==> config.mk <==
export PLATFORM = sky130hd
export DESIGN_NAME = instruction_fetch
export DESIGN_NICKNAME = d
export VERILOG_FILES = /design/src/rtl/instruction_fetch.sv
export SDC_FILE = /design/constraint.sdc
export NUM_CORES = 1
export LEC_CHECK = 0
export BUFFER_PORTS_ARGS = -buffer_cell sky130_fd_sc_hd__clkbuf_2
export CAP_MARGIN = 15
export CORE_ASPECT_RATIO = 0.8
export CORE_UTILIZATION = 45
export DETAILED_ROUTE_END_ITERATION = 12
export PLACE_DENSITY = 0.77
export SLEW_MARGIN = 20
export SYNTH_ARGS = -nofsm -noshare
export SYNTH_HDL_FRONTEND = slang
export SYNTH_SLANG_ARGS = --single-unit
==> constraint.sdc <==
create_clock -name Clock -period 3.2 [get_ports Clock]
set_clock_uncertainty 0.2 [all_clocks]
set_input_delay 0 -clock Clock [delete_from_list [all_inputs] [get_ports Clock]]
set_output_delay 0 -clock Clock [all_outputs]
set_load 0.02 [all_outputs]
==> src/rtl/instruction_fetch.sv <==
// Purpose: fetch stage; owns the PC, drives the ROM address and registers the returned instruction for decode.
// Latency: one edge from oAddress==A to the instruction at A on oInstruction/oPC; one instruction per cycle in RUN.
// Backpressure: iStall holds every register (including a NOP countdown); a branch overrides a stall; iEnable=0 overrides all.
module instruction_fetch #(
  parameter int                    ADDR_WIDTH = 16,
  parameter int                    INSN_WIDTH = 28,
  parameter logic [ADDR_WIDTH-1:0] RESET_ADDR = '0,
  parameter logic [3:0]            NOP_OPCODE = 4'd0
) (
  input  logic                  Clock,
  input  logic                  Reset,
  input  logic                  iEnable,
  input  logic                  iStall,
  input  logic                  iBranchTaken,
  input  logic [ADDR_WIDTH-1:0] iBranchTarget,
  output logic [ADDR_WIDTH-1:0] oAddress,
  input  logic [INSN_WIDTH-1:0] iInstruction,
  output logic [INSN_WIDTH-1:0] oInstruction,
  output logic [ADDR_WIDTH-1:0] oPC,
  output logic                  oValid
);

  // Immediate field below the 4-bit opcode doubles as the NOP wait count.
  localparam int IMM_WIDTH = INSN_WIDTH - 4;

  typedef enum logic [1:0] {
    IDLE  = 2'd0,
    RUN   = 2'd1,
    DELAY = 2'd2
  } state_t;

  state_t                  state, state_nxt;
  logic [ADDR_WIDTH-1:0]   pc, pc_nxt;
  logic [INSN_WIDTH-1:0]   insn_q, insn_nxt;
  logic [ADDR_WIDTH-1:0]   pc_q, pc_q_nxt;
  logic                    valid_q, valid_nxt;
  logic [IMM_WIDTH-1:0]    cnt, cnt_nxt;

  logic [3:0]              fetch_opcode;
  logic [IMM_WIDTH-1:0]    fetch_imm;
  logic                    fetch_is_delay;

  assign fetch_opcode   = iInstruction[INSN_WIDTH-1 -: 4];
  assign fetch_imm      = iInstruction[IMM_WIDTH-1:0];
  // A NOP with zero immediate behaves as an ordinary single-cycle instruction.
  assign fetch_is_delay = (fetch_opcode == NOP_OPCODE) && (fetch_imm != '0);

  // Next-state and next-register computation; everything holds by default.
  always_comb begin
    state_nxt = state;
    pc_nxt    = pc;
    insn_nxt  = insn_q;
    pc_q_nxt  = pc_q;
    valid_nxt = valid_q;
    cnt_nxt   = cnt;

    if (!iEnable) begin
      // Disable beats branch and stall; the fetch context is frozen.
      state_nxt = IDLE;
      valid_nxt = 1'b0;
    end else begin
      case (state)
        IDLE: begin
          // Entry edge does no fetch; the first fetch happens on the next edge.
          state_nxt = RUN;
          valid_nxt = 1'b0;
        end
        RUN, DELAY: begin
          if (iBranchTaken) begin
            // Redirect: discard this cycle's ROM data and abort any wait.
            pc_nxt    = iBranchTarget;
            valid_nxt = 1'b0;
            cnt_nxt   = '0;
            state_nxt = RUN;
          end else if (iStall) begin
            // Hold everything, including a pending countdown.
            state_nxt = state;
          end else if (state == RUN) begin
            insn_nxt  = iInstruction;
            pc_q_nxt  = pc;
            valid_nxt = 1'b1;
            pc_nxt    = pc + ADDR_WIDTH'(1);
            if (fetch_is_delay) begin
              cnt_nxt   = fetch_imm;
              state_nxt = DELAY;
            end
          end else begin
            // Countdown: N edges of oValid=0 after a NOP with immediate N.
            valid_nxt = 1'b0;
            cnt_nxt   = cnt - IMM_WIDTH'(1);
            if (cnt == IMM_WIDTH'(1)) begin
              state_nxt = RUN;
            end
          end
        end
        default: begin
          state_nxt = IDLE;
          valid_nxt = 1'b0;
        end
      endcase
    end
  end

  // State and datapath registers with asynchronous active-low reset.
  always_ff @(posedge Clock or negedge Reset) begin
    if (!Reset) begin
      state   <= IDLE;
      pc      <= RESET_ADDR;
      insn_q  <= '0;
      pc_q    <= '0;
      valid_q <= 1'b0;
      cnt     <= '0;
    end else begin
      state   <= state_nxt;
      pc      <= pc_nxt;
      insn_q  <= insn_nxt;
      pc_q    <= pc_q_nxt;
      valid_q <= valid_nxt;
      cnt     <= cnt_nxt;
    end
  end

  // ROM address comes straight from the PC register, never from inputs.
  assign oAddress     = pc;
  assign oInstruction = insn_q;
  assign oPC          = pc_q;
  assign oValid       = valid_q;

endmodule

==> qor.yml <==
die:
  initial_core_util_pct: 46.3
  dieHeight_um: 91.1
  rows: 32
  fp.dieW_um: 113
  die_area_um2: 10300
  io_pins: 110
  core_area_um2: 9650
synthesis:
  synth_top_flop_cell: "dfrtp_1"
  ys_warn_count: 0
  synth.most_common_cell: "nand2_1"
  syn_area_um2: 4470
  synth_area_per_cell_um2: 8.41
  synth.yosys.seq_area_share_pct: 48.8
  ys_top_cells_by_area: "dfrtp_1 (49%), nand2_1 (14%), o21ai_0 (4.8%)"
  synthTopCellsByCount: "nand2_1 (162), dfrtp_1 (87), o21ai_0 (43)"
  synth_enable_flop_cells: 0
  synthCells: 531
  async_flop_share_pct: 100
  synth_largest_type_area_fraction_pct: 48.8
  synth_cell_types: 50
  synth_fp_nets: 587
  yosysTopAreaCell: "dfrtp_1"
  ys_ff_latch: 87
setup_path:
  slowest_stage: "a21o_2"
  critical_path.top_delay_family: "compound AO/OA/AOI/OAI gates"
  cpMostUsedCell: "nor4_1"
  worst-path-buf-inv: 2
  worstPathRequired_ns: 3.22
  cpPeakStageDelay_ns: 0.57
  crit_chain: "dlygate4sd3_1 > clkbuf_2 > nor4_1 > nand4_1 > o21ai_0 > a21o_2 > nor4_1 > a211o_1"
  critical_path_class: "primary input to flop"
  critPathCaptureType: "flop"
  worstPathMaxFanout: 31
  critPathLaunchType: "primary input"
  critPathArrivalTime_ns: 2.79
clock_tree:
  h-tree-depth: 3
  ctsLongestPathBuffers: 2
  tritoncts: "built"
  cts_buffers: 9
  clk_latency_ns: 0.33
  cts_resized: 0
  root_buffer: "clkbuf_16"
  ctsHoldBuffers: 48
  cts.sinks: 87
  clk_pin_slew_ns: 0.06
  postCtsSetupBuffers: 0
timing:
  hold_viol: 0
  max_slew_margin_pct: 46.7
  period_share_pct: 86.4
  clock.fmax_mhz: 362
  fin_setup_tns_ns: 0
  finalSetupViolations: 0
  tightest_slew_ns: 0.799
  rsz0062_at_grt: "false"
  worst_hold_slack_ns: 0.103
  fin_crit_ns: 2.76
  finalWorstSetupSlack_ns: 0.437
  maxSlewViolCount: 0
global_routing:
  antenna_found_initial: 0
  grt_pass1_wl_um: 21400
  grt_max_degree: 88
  grt_pass1_vias: 4291
  grt_usage_pct: 26.2
  overflow: 0
layout:
  area_growth_pct: 32.9
  stdcell_count: 824
  fillers: 832
  fin_util_pct: 61.5
  diodes: 0
  stdcell_area_um2: 5930
  final_nets: 739
  drive_gt1_share_pct: 21.4
routing:
  wire_per_inst_um: 15.9
  wl_um: 13100
  vias: 4617
  vias_per_cell: 5.60
  initialDrtViolationCount: 376
  first_pass_iters: 5
  final_antenna_net_count: 0
  drc_errors: 0
hold_path:
  hp-class: "primary input to async pin"
place:
  place_area_um2: 5150
  place_hpwl_um: 8780
  post-place-ws_ns: 0.581
  gp_congestion: 0.927
  io_buffers: 109
  placed_cells: 760
power_and_ir_drop:
  p_leak_nw: 2.88
  peakVddDrop_mv: 0.285
  p_total_mw: 5.00
  p_per_area_nw_per_um2: 842
run:
  maxCapViolations: 0
outcome:
  outcome: "finished clean"
[power by group]
| part | total [mW] | switching, mW | internal [mW] |
|---|---|---|---|
| combinational | 2.01 | 1.29 | 0.721 |
| clock | 1.06 | 0.430 | 0.630 |
| sequential | 1.93 | 0.394 | 1.53 |
| total | 5.00 | 2.11 | 2.88 |
[routing by layer]
layer | vias up | track usage (%) | share of wire [%]
met5 | - | 0 | 0
met1 | 2190 | 36.9 | 45
met3 | 26 | 4.94 | 6.5
met4 | 0 | 6.58 | 1.5
met2 | 201 | 41.8 | 47
li1 | 2200 | - | -
[kinds of logic (layout without fill, tap and decap cells)]
group | count (synthesis) | count (layout) | synth area share, %
AND/OR/NAND/NOR | 270 | 270 | 27.1
AO/OA/AOI/OAI | 128 | 128 | 18.0
flip-flops | 87 | 87 | 48.8
buffers and inverters | 36 | 193 | 3.42
adder cells (fa/ha/maj) | 7 | 7 | 1.96
multiplexers | 3 | 3 | 0.700
[layout make-up]
type,count,area [um^2],area share [%]
clock buffer,12,246,4.15
sequential,87,2180,36.7
clock inverter,4,55.1,0.928
multi-input combinational,408,2140,36.1
tap,136,170,2.87
inverter,10,37.5,0.633
timing repair buffer,167,1110,18.7
[final timing paths]
path	slack (ns)	from	end	cells after the start
max	0.44	iInstruction[22]	cnt[4]	8
min	0.10	Reset	oPC[10]	2
max reg2reg	0.50	state[1]	oAddress[10]	8
min reg2reg	0.27	oInstruction[5]	oInstruction[5]	2
max in group asynchronous	2.17	Reset	cnt[20]	2
min in group Clock	0.24	iInstruction[25]	oInstruction[25]	4
[cell usage in the layout, fill, tap and decap left out, drive strengths merged, types with 5 or more instances in the layout]
cell         count
nand2          163
clkbuf         120
dfrtp           87
dlygate4sd3     48
o21ai           43
a21oi           34
nor2            32
nor4            18
nor3            14
nand3           11
buf             11
inv             10
and3            10
a31oi            7
a221o            7
ha               7
o311ai           6
or3              6
nand4            5
a22oi            5
o22ai            5
or4              5
[sequential cells by signal, indices dropped and copies added, names as in the netlist]
name and flops:
oValid 1, oPC 16, oInstruction 28, state 2, oAddress 16, cnt 24
[worst register-to-register path, stage by stage, from the launching register on]
cell and delay, ns:
dfrtp_1 0.40, inv_1 0.09, ha_1 0.38, nand2_1 0.10, a211o_1 0.50, nor3_1 0.44, a21oi_1 0.15, a311oi_1 0.26
a221o_1 0.14
Power figures use the tool's default switching activity.
